### src/rtl/gmm_fg_mode_sched.sv
// Frame-synchronous display-mode scheduler for the foreground visor.
// Synchronizes and debounces the mode switches, optionally auto-cycles the
// mode every AUTO_FRAMES video frames, and applies a new mode only on the
// start-of-packet beat of a video packet seen on the monitored Avalon-ST link.
module gmm_fg_mode_sched #(
  parameter int unsigned DEBOUNCE_CYCLES = 1000000,
  parameter int unsigned AUTO_FRAMES     = 300
) (
  input  logic        clk,
  input  logic        rst,
  input  logic [1:0]  sw_raw,
  input  logic        auto_en,
  input  logic        mon_valid,
  input  logic        mon_ready,
  input  logic        mon_sop,
  input  logic        mon_eop,
  input  logic [3:0]  mon_type,
  output logic [1:0]  mode,
  output logic        mode_pending,
  output logic        mode_changed,
  output logic [15:0] frame_cnt
);

  localparam int unsigned DW = $clog2(DEBOUNCE_CYCLES);
  localparam int unsigned AW = $clog2(AUTO_FRAMES + 1);
  localparam logic [DW-1:0] DB_MAX  = DW'(DEBOUNCE_CYCLES - 1);
  localparam logic [AW-1:0] AF_LAST = AW'(AUTO_FRAMES - 1);

  typedef enum logic [1:0] {ST_IDLE, ST_VIDEO, ST_CTRL} state_t;

  state_t        state, state_nxt;
  logic [1:0]    sw_s1, sw_s2, sw_cand, sw_stable;
  logic          ae_s1, ae_s2, ae_cand, auto_stable;
  logic [DW-1:0] sw_cnt, ae_cnt;
  logic [AW-1:0] auto_frames;
  logic [1:0]    auto_mode;
  logic [1:0]    req_mode;
  logic          beat, is_video, apply, frame_inc;

  assign beat     = mon_valid & mon_ready;
  assign is_video = (mon_type == 4'd0);
  assign req_mode = auto_stable ? auto_mode : sw_stable;
  assign mode_pending = (req_mode != mode);

  // Two-flop synchronizers for the asynchronous board switches
  always_ff @(posedge clk or posedge rst) begin
    if (rst) begin
      sw_s1 <= '0;
      sw_s2 <= '0;
      ae_s1 <= 1'b0;
      ae_s2 <= 1'b0;
    end else begin
      sw_s1 <= sw_raw;
      sw_s2 <= sw_s1;
      ae_s1 <= auto_en;
      ae_s2 <= ae_s1;
    end
  end

  // Debounce of the mode switches: accept a value once it has held long enough
  always_ff @(posedge clk or posedge rst) begin
    if (rst) begin
      sw_cand   <= '0;
      sw_cnt    <= '0;
      sw_stable <= '0;
    end else if (sw_s2 != sw_cand) begin
      sw_cand <= sw_s2;
      sw_cnt  <= '0;
    end else if (sw_cnt != DB_MAX) begin
      sw_cnt <= sw_cnt + DW'(1);
    end else begin
      sw_stable <= sw_cand;
    end
  end

  // Debounce of the auto-cycle enable switch
  always_ff @(posedge clk or posedge rst) begin
    if (rst) begin
      ae_cand     <= 1'b0;
      ae_cnt      <= '0;
      auto_stable <= 1'b0;
    end else if (ae_s2 != ae_cand) begin
      ae_cand <= ae_s2;
      ae_cnt  <= '0;
    end else if (ae_cnt != DB_MAX) begin
      ae_cnt <= ae_cnt + DW'(1);
    end else begin
      auto_stable <= ae_cand;
    end
  end

  // Stream FSM state register
  always_ff @(posedge clk or posedge rst) begin
    if (rst) state <= ST_IDLE;
    else     state <= state_nxt;
  end

  // Stream FSM next state; any sop beat restarts packet tracking from scratch
  always_comb begin
    state_nxt = state;
    if (beat) begin
      if (mon_sop) begin
        if (mon_eop)       state_nxt = ST_IDLE;
        else if (is_video) state_nxt = ST_VIDEO;
        else               state_nxt = ST_CTRL;
      end else if (mon_eop) begin
        state_nxt = ST_IDLE;
      end
    end
  end

  // Stream FSM outputs: mode-apply strobe and completed-frame strobe
  always_comb begin
    apply     = 1'b0;
    frame_inc = 1'b0;
    if (beat && mon_sop) begin
      apply     = is_video;
      frame_inc = is_video & mon_eop;
    end else if (beat && mon_eop && (state == ST_VIDEO)) begin
      frame_inc = 1'b1;
    end
  end

  // Applied mode and its change pulse
  always_ff @(posedge clk or posedge rst) begin
    if (rst) begin
      mode         <= '0;
      mode_changed <= 1'b0;
    end else if (apply) begin
      mode         <= req_mode;
      mode_changed <= (req_mode != mode);
    end else begin
      mode_changed <= 1'b0;
    end
  end

  // Completed video frame counter (wraps)
  always_ff @(posedge clk or posedge rst) begin
    if (rst)            frame_cnt <= '0;
    else if (frame_inc) frame_cnt <= frame_cnt + 16'd1;
  end

  // Auto-cycle: step the mode every AUTO_FRAMES counted frames while enabled
  always_ff @(posedge clk or posedge rst) begin
    if (rst) begin
      auto_frames <= '0;
      auto_mode   <= '0;
    end else if (!auto_stable) begin
      auto_frames <= '0;
    end else if (frame_inc) begin
      if (auto_frames == AF_LAST) begin
        auto_frames <= '0;
        auto_mode   <= auto_mode + 2'd1;
      end else begin
        auto_frames <= auto_frames + AW'(1);
      end
    end
  end

endmodule
### config.mk
export PLATFORM = sky130hd
export DESIGN_NAME = gmm_fg_mode_sched
export DESIGN_NICKNAME = d
export VERILOG_FILES = /design/src/rtl/gmm_fg_mode_sched.sv
export SDC_FILE = /design/constraint.sdc
export NUM_CORES = 1
export LEC_CHECK = 0
export ABC_AREA = 1
export ABC_CLOCK_PERIOD_IN_PS = 5600
export BUFFER_PORTS_ARGS = -buffer_cell sky130_fd_sc_hd__buf_2
export CAP_MARGIN = 20
export CORE_UTILIZATION = 65
export CTS_CLUSTER_DIAMETER = 150
export DETAILED_ROUTE_END_ITERATION = 6
export GPL_TIMING_DRIVEN = 0
export HOLD_SLACK_MARGIN = 0.1
export PLACE_DENSITY = 0.85
export SYNTH_ARGS = -nofsm -noshare
export SYNTH_HDL_FRONTEND = slang
export SYNTH_SLANG_ARGS = --single-unit
### constraint.sdc
create_clock -name clk -period 5.6 [get_ports clk]
set_input_delay 0.28 -clock clk [delete_from_list [all_inputs] [get_ports clk]]
set_output_delay 0.28 -clock clk [all_outputs]
set_load 0.02 [all_outputs]
==> implementation parameters, run 1 <==
Parameter                              Value

Run status
  Outcome ... finished, final reports clean

Layout
  Utilization of the core after routing ... 76.20%
  Diode insertion count for antenna repair ... 0
  Post-route standard cell area excluding fillers ... 5263 um^2
  Fill cell total of the finished layout ... 551
  Final Net Count ... 716
  Area Growth Syn to Fin ... 11.89%
  Layout cell share with drive strength beyond 1 ... 11.36%
  Final cell count without fillers ... 800
  Most common cell after layout, fill and taps aside ... sky130_fd_sc_hd__nand2_1
  Top library cells by usage in the layout, fill and taps aside ... sky130_fd_sc_hd__nand2_1 (223), sky130_fd_sc_hd__nor2_1 (100), sky130_fd_sc_hd__dfrtp_1 (84)

Min path
  Worst hold path type ... primary input to flop
  Number of stages on the worst hold path ... 2
  Hold endpoint ... state[0]
  Hold Startpoint ... mon_eop

Global routing
  Maximum number of pins on one net before global-route repair ... 64
  Number of antenna violations at the first check in global routing ... 0
  Global-route wire length before repair ... 16,520 um
  All-Layer GR Usage ... 27.85%
  Number of global-route vias before repair ... 3,847
  Grt ovf ... 0

Placed design
  DPL Wire Length ... 7118 um
  # placed instances ... 780
  Cell area reported after detailed placement ... 5014 um^2
  Worst slack, placed ... 4.001 ns
  Total of buffers placed on input and output ports ... 32
  Final GP Congestion ... 0.8495

Detailed routing
  Sum of routed wire length over all layers ... 9814 um
  Total number of vias ... 4,224
  Detailed Routing Iterations Pass 1 ... 5
  Routed length per instance ... 12.27 um
  Vias per inst ... 5.280
  Initial detailed-routing violation count ... 231
  DRC errors left ... 0
  Final antenna-violating net count ... 0

Setup path
  Top cell family by delay on the critical path ... flip-flops
  CP Data Required Time ... 5.32 ns
  Delay of the slowest cell on the worst path ... 0.44 ns
  Cells traversed along the worst timing path ... inv_1 -> o21ai_0 -> xor2_1 -> nand2_1 -> buf_2
  Startpoint of the most critical register-to-register path ... ae_cnt[0]
  Reg2Reg Setup Slack ... 3.97 ns
  Worst setup path class ... flop to output port
  Slowest-stage cell, CP ... sky130_fd_sc_hd__dfrtp_1
  Type of origin of the critical path ... flop
  Critical path buffer and inverter count ... 2
  Critical Path Sink Type ... output port
  Crit path arrival time ... 1.68 ns
  Path depth of the worst reg2reg path ... 8
  Critical register-to-register path endpoint ... auto_stable
  Top fanout value on the critical path ... 6

Timing
  Setup TNS Final ... 0 ns
  Post-route minimum period ... 1.962 ns
  Unrepaired setup endpoints after global routing ... false
  Hold Fails Final Rpt ... 0
  Worst Slack Setup Final ... 3.638 ns
  Slew HR ... 70.40%
  Hold Worst Slack ... 0.1903 ns
  # setup viols final ... 0
  Final Max Slew Viols ... 0
  Setup Skew ... 0.01288 ns
  Portion of the clock cycle consumed by the worst path in the final layout ... 35.03%
  Pin slew with the least headroom to its limit ... 0.4423 ns
  Highest attainable clock frequency ... 509.7 MHz

Floorplanning
  Number of rows in the core area ... 30
  Floorplan die height ... 87.07 um
  Initial core utilization ... 68.10%
  Area of the die ... 7580 um^2
  Number of placed I/O pins ... 33
  Width of the die ... 87.07 um
  Core Region ... 6907 um^2

Synthesis
  Post-Synthesis Cells ... 651
  Synth cell types ... 33
  Number of warnings printed during yosys synthesis ... 0
  Sequential element share of the synthesized area ... 44.69%
  Average footprint of a synthesized cell ... 7.225 um^2
  Syn nets ... 668
  Number of register bits inferred by synthesis ... 84
  Mapped Area ... 4703 um^2

Power and ir drop
  Total power of the final layout ... 1.244 mW
  Leakage power ... 2.633 nW
  Power density over the cells ... 236.3 nW/um^2
  Worst IR Drop VDD ... 0.0001462 V

Clock network
  H-tree depth ... 3
  Clock latency on the worst-skew pair ... 0.36 ns
  Clock-pin slew reported for the worst setup and hold paths after clock tree synthesis ... 0.09 ns
  Clock tree sinks ... 84
  Buffers from clock root to sink, at most ... 2
  CTS tree ... yes
  TritonCTS buffer count ... 9
  Buffer cell driving the clock tree root ... sky130_fd_sc_hd__clkbuf_8

Run
  Max-cap violations ... 0
==> area by class of cell <==
| class | count | area, um^2 | share of cell area [%] |
|---|---|---|---|
| clock buffers | 11 | 151.4 | 2.877 |
| well taps | 96 | 120.1 | 2.282 |
| clock inverters | 5 | 57.56 | 1.094 |
| repair buffers | 37 | 227.7 | 4.327 |
| flip-flops and latches | 84 | 2102 | 39.94 |
| inverters | 75 | 284.0 | 5.397 |
| multi-input cells | 482 | 2241 | 42.58 |
| plain buffers | 10 | 78.83 | 1.498 |
==> Yosys cell counts (all sizes together) <==
cell | n | area share [%]
a21oi | 11 | 1.2
a31oi | 1 | 0.13
and2 | 1 | 0.13
buf | 6 | 1.3
clkbuf | 4 | 0.35
dfrtp | 84 | 45
ha | 4 | 1.1
inv | 75 | 6.0
nand2 | 224 | 18
nand3 | 48 | 5.6
nand3b | 5 | 0.80
nand4 | 25 | 3.3
nor2 | 110 | 9.7
nor3 | 3 | 0.32
nor3b | 1 | 0.16
o21ai | 21 | 2.5
o21bai | 3 | 0.48
o22ai | 2 | 0.27
or2 | 7 | 0.93
xnor2 | 2 | 0.37
xor2 | 14 | 2.8
==> worst reg2reg max path, stage by stage, from the launching register on <==
cell and delay [ns]:
sky130_fd_sc_hd__dfrtp_1 0.41, sky130_fd_sc_hd__ha_1 0.20, sky130_fd_sc_hd__nand3_1 0.11, sky130_fd_sc_hd__inv_1 0.14, sky130_fd_sc_hd__nand2_1 0.08, sky130_fd_sc_hd__nor2_2 0.21
sky130_fd_sc_hd__nand3_1 0.22, sky130_fd_sc_hd__nand2_1 0.11, sky130_fd_sc_hd__nand2_1 0.06
==> timing repair <==
item	in CTS	in global routing
gates resized for setup	0	0
hold buffers	4	0
endpoints found under the hold margin	24	0
setup buffers	0	0
==> how the worst max path moves through the flow <==
| stage | startpoint | endpoint | cells past startpoint | slack [ns] |
|---|---|---|---|---|
| 2_1_floorplan | rst | ae_cand | 1 | 3.15 |
| 3_5_place_dp | frame_cnt[0] | frame_cnt[8] | 7 | 4.00 |
| 3_3_place_gp | rst | sw_cnt[12] | 2 | 2.22 |
| 5_1_grt | auto_stable | mode_pending | 5 | 3.50 |
| 6_report | auto_stable | mode_pending | 5 | 3.64 |
| 4_1_cts | auto_stable | mode_pending | 5 | 3.64 |
==> routing by layer <==
metal	global-route usage (%)	up-vias	share of wire [%]
met5	0	-	0
met4	11.67	0	1.9
met3	4.171	27	5.4
met2	45.45	117	48
met1	37.31	1938	45
li1	-	2142	-
==> kinds of logic (layout without fill, tap and decap cells) <==
kind of cell             after synthesis  count (layout)  share of synthesized area, %
AO/OA/AOI/OAI                         38              38                         4.523
XOR/XNOR                              16              16                         3.139
AND/OR/NAND/NOR                      424             424                         38.92
buffers and inverters                 85             138                         7.661
flip-flops                            84              84                         44.69
adder cells (fa/ha/maj)                4               4                         1.064
==> power breakdown <==
part / switching, mW / total [mW] / internal, mW
Combinational: 0.0883 / 0.133 / 0.0451
Clock: 0.222 / 0.454 / 0.232
Sequential: 0.0264 / 0.656 / 0.630
Total: 0.337 / 1.24 / 0.906
==> state kept, by name (all words and copies together), names as in the netlist, 2 cells and up <==
register and count:
sw_cnt 20, sw_cand 2, sw_stable 2, auto_mode 2
frame_cnt 16, sw_s1 2, sw_s2 2, mode 2
ae_cnt 20, state 2, auto_frames 9
Power figures use the tool's default switching activity.
==> run 2, diff against run 1 <==
- ABC_CLOCK_PERIOD_IN_PS: 5600 -> 1800
- CORE_UTILIZATION: 65 -> 55
- PLACE_DENSITY: 0.85 -> 0.77
- clock period: 5.6 -> 1.8 ns (I/O delays scaled with it)
==> implementation parameters, run 2 (synthesis gave the netlist of run 1 again) <==
Parameter                              Value

Global routing
  Global-route wire length before repair ... 16,840 um (+2.0%)
  All-Layer GR Usage ... 24.17% (-3.7 points)
  Number of antenna violations at the first check in global routing ... 0 (unchanged)
  Grt ovf ... 0 (unchanged)
  Maximum number of pins on one net before global-route repair ... 34 (-47%)
  Number of global-route vias before repair ... 3,886 (+1.0%)

Timing
  Pin slew with the least headroom to its limit ... 0.5198 ns (+0.07752 ns)
  Setup TNS Final ... 0 ns (unchanged)
  Post-route minimum period ... 1.673 ns
  Hold Worst Slack ... 0.1128 ns (-0.07752 ns)
  Hold Fails Final Rpt ... 0 (unchanged)
  Setup Skew ... 0.007728 ns (-0.005152 ns)
  Slew HR ... 65.27% (-5.1 points)
  Highest attainable clock frequency ... 597.7 MHz
  Portion of the clock cycle consumed by the worst path in the final layout ... 92.94%
  # setup viols final ... 0 (unchanged)
  Final Max Slew Viols ... 0 (unchanged)
  Unrepaired setup endpoints after global routing ... false

Placed design
  DPL Wire Length ... 7157 um (+0.55%)
  Final GP Congestion ... 0.8617 (+1.4%)
  Total of buffers placed on input and output ports ... 32 (unchanged)

Clock network
  Clock latency on the worst-skew pair ... 0.36 ns (about the same)
  TritonCTS buffer count ... 9 (unchanged)
  Setup fix buffers added after clock tree synthesis ... 0 (unchanged)
  Buffer cell driving the clock tree root ... sky130_fd_sc_hd__clkbuf_8
  Clock-pin slew reported for the worst setup and hold paths after clock tree synthesis ... 0.08 ns (about the same)
  CTS tree ... yes
  Clock tree sinks ... 84 (unchanged)
  H-tree depth ... 3 (unchanged)
  Buffers from clock root to sink, at most ... 2 (unchanged)

Detailed routing
  Initial detailed-routing violation count ... 193 (-16%)
  DRC errors left ... 0 (unchanged)
  Final antenna-violating net count ... 0 (unchanged)
  Routed length per instance ... 12.11 um (-1.3%)
  Detailed Routing Iterations Pass 1 ... 4 (-1)
  Total number of vias ... 4,262 (+0.90%)
  Sum of routed wire length over all layers ... 9842 um (+0.29%)
  Vias per inst ... 5.242 (-0.71%)

Layout
  Layout cell share with drive strength beyond 1 ... 11.44% (+0.077 points)
  Fill cell total of the finished layout ... 727 (+32%)
  Diode insertion count for antenna repair ... 0 (unchanged)
  Top library cells by usage in the layout, fill and taps aside ... sky130_fd_sc_hd__nand2_1 (223), sky130_fd_sc_hd__nor2_1 (100), sky130_fd_sc_hd__dfrtp_1 (84)
  Utilization of the core after routing ... 64.50% (-12 points)
  Area Growth Syn to Fin ... 13.25%
  Most common cell after layout, fill and taps aside ... sky130_fd_sc_hd__nand2_1
  Leading registers by flop count ... ae_cnt (20), sw_cnt (20), frame_cnt (16)
  Final Net Count ... 720 (+0.56%)

Floorplanning
  Number of rows in the core area ... 33 (+10%)
  Number of placed I/O pins ... 33 (unchanged)
  Core Region ... 8258 um^2 (+20%)
  Area of the die ... 8926 um^2 (+18%)
  Initial core utilization ... 56.95% (-11 points)
  Width of the die ... 94.48 um (+8.5%)
  Floorplan die height ... 94.48 um (+8.5%)

Setup path
  Top fanout value on the critical path ... 6 (unchanged)
  Path depth of the worst reg2reg path ... 8 (unchanged)
  Type of origin of the critical path ... flop
  Startpoint of the most critical register-to-register path ... ae_cnt[0]
  Reg2Reg Setup Slack ... 0.19 ns (-3.78 ns)
  Critical register-to-register path endpoint ... auto_stable
  Launch point of the critical path ... auto_stable
  Crit path arrival time ... 1.58 ns (-0.10 ns)
  CP Data Required Time ... 1.71 ns (-3.61 ns)
  Worst setup path class ... flop to output port
  Critical Path Sink Type ... output port

Run
  Max-cap violations ... 0 (unchanged)

Power and ir drop
  Gate power share ... 10.8% (about the same)
  Worst IR Drop VDD ... 0.0004793 V (+230%)
  Net switching component of the power ... 1.056 mW (+210%)
  P_int ... 2.862 mW (+220%)
  Clk pwr share ... 36.9% (+0.4 points)
  Leakage power ... 2.645 nW (+0.46%)
  Switching part of the total power ... 26.95% (-0.16 points)
  Part of the total power dissipated in sequential elements ... 52.3% (-0.5 points)
  Power density over the cells ... 735.5 nW/um^2 (+210%)

Min path
  Worst hold path type ... primary input to flop
  Number of stages on the worst hold path ... 5 (+3)
  Hold Startpoint ... mon_type[0]
  Hold endpoint ... state[1]

Run status
  Outcome ... finished, final reports clean
-- run 2: worst max-delay path, stage by stage (launching register included) --
cell and delay [ns]:
sky130_fd_sc_hd__dfrtp_1 0.47, sky130_fd_sc_hd__inv_2 0.09, sky130_fd_sc_hd__o21ai_1 0.21, sky130_fd_sc_hd__xor2_1 0.21, sky130_fd_sc_hd__nand2_1 0.07, sky130_fd_sc_hd__buf_2 0.17
-- run 2: power by group through the flow --
stage               registers (mW)  logic [mW]  clock network [mW]
floorplan                     2.13       0.215                   0
finish                        2.05       0.425                1.45
detailed placement            2.08       0.417                   0
global placement              2.08       0.393                   0
global route                  2.06       0.472                1.54
CTS                           2.04       0.430                1.46
-- run 2: worst max path at each step --
stage	to	slack [ns]	cells after the start
2_1_floorplan	frame_cnt[8]	0.28	7
3_3_place_gp	frame_cnt[9]	0.14	2
3_5_place_dp	auto_stable	0.21	8
4_1_cts	mode_pending	0.002	5
5_1_grt	mode_pending	0.008	5
6_report	mode_pending	0.13	5
-- run 2: cell type report --
| class | count | area, um^2 | share of cell area, % |
|---|---|---|---|
| inverters | 75 | 285.3 | 5.356 |
| clock inverters | 3 | 43.79 | 0.8222 |
| plain buffers | 10 | 78.83 | 1.480 |
| flip-flops and latches | 84 | 2102 | 39.46 |
| clock buffers | 13 | 168.9 | 3.171 |
| well taps | 105 | 131.4 | 2.467 |
| multi-input cells | 482 | 2246 | 42.17 |
| repair buffers | 41 | 270.3 | 5.074 |
-- run 2: metrics by stage --
step                      cell area [um^2]  setup slack, ns  cells  total power [mW]
final                                 5326           0.1270    813             3.918
after global routing                  5326         0.007777    813             4.073
after CTS                             5321         0.001872    813             3.939
after detailed placement              5039           0.2071    790             2.499
after global placement                4999           0.1367    788             2.472
after floorplan                       4707           0.2819    651             2.343
-- run 2: timing repair --
item	CTS	global route
endpoints found under the setup margin	0	2
hold buffers	7	0
gates resized for setup	0	3
hold endpoints to repair	28	0
-- run 2: metal layers --
metal	up-vias	global-route usage, %	wire (um)
met2	84	40.52	4737
met4	0	8.712	158
met5	-	0	0
met3	14	5.314	424
li1	2153	-	-
met1	2011	30.80	4522
==> run 3, diff against run 2 <==
- PLACE_DENSITY: 0.77 -> 0.87
==> implementation parameters, run 3 (synthesis gave the netlist of run 1 again) <==
Parameter                              Value

Run status
  Outcome ... finished, final reports clean

Clock network
  Setup fix buffers added after clock tree synthesis ... 0 (unchanged)
  Buffers from clock root to sink, at most ... 2 (unchanged)
  TritonCTS buffer count ... 9 (unchanged)
  H-tree depth ... 3 (unchanged)
  Buffer cell driving the clock tree root ... sky130_fd_sc_hd__clkbuf_8
  Clock-pin slew reported for the worst setup and hold paths after clock tree synthesis ... 0.09 ns (about the same)
  Clock tree sinks ... 84 (unchanged)
  Clock latency on the worst-skew pair ... 0.38 ns (+0.02 ns)
  CTS tree ... yes

Floorplanning
  Area of the die ... 8926 um^2 (unchanged)
  Number of rows in the core area ... 33 (unchanged)
  Width of the die ... 94.48 um (unchanged)
  Number of placed I/O pins ... 33 (unchanged)
  Initial core utilization ... 56.95% (unchanged)
  Floorplan die height ... 94.48 um (unchanged)
  Core Region ... 8258 um^2 (unchanged)

Setup path
  Top cell family by delay on the critical path ... flip-flops
  Delay of the slowest cell on the worst path ... 0.46 ns (about the same)
  Worst setup path class ... flop to output port
  Cells traversed along the worst timing path ... inv_1 -> nand2_1 -> nand2_1 -> xor2_1 -> inv_1 -> nand2_1 -> buf_2
  Critical Path Sink Type ... output port
  Critical path buffer and inverter count ... 3 (+1)
  Slowest-stage cell, CP ... sky130_fd_sc_hd__dfrtp_2
  Most frequent cell on the critical path ... sky130_fd_sc_hd__nand2_1
  Crit path arrival time ... 1.55 ns (-0.03 ns)
  CP Data Required Time ... 1.71 ns (about the same)
  Top fanout value on the critical path ... 6 (unchanged)
  Type of origin of the critical path ... flop

Layout
  Top library cells by usage in the layout, fill and taps aside ... sky130_fd_sc_hd__nand2_1 (223), sky130_fd_sc_hd__nor2_1 (100), sky130_fd_sc_hd__dfrtp_1 (83)
  Utilization of the core after routing ... 64.26% (-0.24 points)
  Diode insertion count for antenna repair ... 0 (unchanged)
  Post-route standard cell area excluding fillers ... 5306 um^2 (-0.38%)
  Leading registers by flop count ... ae_cnt (20), sw_cnt (20), frame_cnt (16)
  Final Net Count ... 720 (unchanged)
  Area Growth Syn to Fin ... 12.82%
  Fill cell total of the finished layout ... 669 (-8.0%)
  Most common cell after layout, fill and taps aside ... sky130_fd_sc_hd__nand2_1
  Layout cell share with drive strength beyond 1 ... 11.58% (+0.14 points)

Detailed routing
  Total number of vias ... 4,292 (+0.70%)
  Sum of routed wire length over all layers ... 9734 um (-1.1%)
  Detailed Routing Iterations Pass 1 ... 5 (+1)
  Routed length per instance ... 11.97 um (-1.1%)
  Initial detailed-routing violation count ... 241 (+25%)
  DRC errors left ... 0 (unchanged)
  Final antenna-violating net count ... 0 (unchanged)
  Vias per inst ... 5.279 (+0.70%)

Placed design
  DPL Wire Length ... 7035 um (-1.7%)
  Total of buffers placed on input and output ports ... 32 (unchanged)
  Final GP Congestion ... 0.9687 (+12%)
  Cell area reported after detailed placement ... 5039 um^2 (unchanged)

Timing
  Unrepaired setup endpoints after global routing ... false
  Hold Fails Final Rpt ... 0 (unchanged)
  Final Max Slew Viols ... 0 (unchanged)
  Pin slew with the least headroom to its limit ... 0.5366 ns (+0.01670 ns)
  Setup Skew ... 0.01518 ns (+0.007456 ns)
  Setup TNS Final ... 0 ns (unchanged)
  Highest attainable clock frequency ... 611.6 MHz (+2.3%)
  Post-route minimum period ... 1.635 ns (-0.03781 ns)
  # setup viols final ... 0 (unchanged)
  Slew HR ... 64.15% (-1.1 points)
  Portion of the clock cycle consumed by the worst path in the final layout ... 90.84% (-2.1 points)

Power and ir drop
  Leakage power ... 2.632 nW (-0.49%)
  Worst IR Drop VDD ... 0.0003758 V (-22%)
  Power density over the cells ... 720.1 nW/um^2 (-2.1%)
  Total power of the final layout ... 3.821 mW (-2.5%)

Global routing
  All-Layer GR Usage ... 23.78% (-0.39 points)
  Number of global-route vias before repair ... 4,045 (+4.1%)
  Grt ovf ... 0 (unchanged)
  Global-route wire length before repair ... 16,880 um (+0.25%)
  Maximum number of pins on one net before global-route repair ... 39 (+15%)
  Number of antenna violations at the first check in global routing ... 0 (unchanged)

Run
  Max-cap violations ... 0 (unchanged)

Min path
  Worst hold path type ... primary input to flop
-- run 3: path summary, 6_finish.rpt --
check | start | end | slack, ns | depth (start not counted)
worst max-delay path | auto_stable | mode_pending | 0.16 | 7
worst min-delay path | mon_type[0] | state[1] | 0.18 | 5
worst max register to register | ae_cnt[0] | ae_cnt[16] | 0.21 | 9
worst min register to register | sw_s1[0] | sw_s2[0] | 0.35 | 0
max in group asynchronous | rst | sw_cnt[13] | 0.74 | 5
min in group asynchronous | rst | ae_cnt[4] | 0.30 | 3
-- run 3: final cells by class --
type                    instances  area [um^2]  share of cell area, %
multi-input cells             482         2245                  42.30
flip-flops and latches         84         2103                  39.64
inverters                      75        285.3                  5.376
repair buffers                 41        270.3                  5.093
well taps                     105        131.4                  2.476
clock buffers                  10        127.6                  2.405
plain buffers                  10        78.83                  1.485
clock inverters                 6        65.06                  1.226
-- run 3: worst reg2reg max path: stages, from the launching register on --
cell and delay, ns:
sky130_fd_sc_hd__dfrtp_1 0.42, sky130_fd_sc_hd__ha_1 0.21, sky130_fd_sc_hd__nand3_1 0.11, sky130_fd_sc_hd__inv_1 0.12, sky130_fd_sc_hd__nand2_1 0.15, sky130_fd_sc_hd__nor2_2 0.24
sky130_fd_sc_hd__nand2_1 0.08, sky130_fd_sc_hd__nand2_1 0.06, sky130_fd_sc_hd__nand2_1 0.05, sky130_fd_sc_hd__nor2_1 0.10
-- run 3: per-stage QoR --
step	setup slack (ns)	instances	hold slack, ns
final	0.1648	813	0.1832
after global routing	0.02615	813	0.2282
after CTS	0.01841	813	0.1413
after detailed placement	0.2243	790	0.1697
after global placement	0.1914	788	0.2005
after floorplan	0.2819	651	0.1214
-- run 3: power breakdown --
group	leakage (nW)	total (mW)	switching (mW)	internal (mW)
logic	1.42	0.415	0.269	0.146
registers	1.12	2.05	0.0877	1.96
clock network	0.0962	1.36	0.718	0.642
total	2.63	3.82	1.07	2.75
-- run 3: repair_timing --
item | CTS | global route
setup endpoints to repair | 0 | 1
resized for setup | 0 | 3
endpoints found under the hold margin | 28 | 0
hold buffers | 7 | 0
-- run 3: routing by layer --
metal	share of wire (%)	wire length, um	track usage [%]	vias to the layer above
met3	4.5	437	5.233	20
li1	-	-	-	2143
met2	48	4698	40.40	98
met5	0	0	0	-
met4	1.9	184	9.596	0
met1	45	4414	29.39	2031
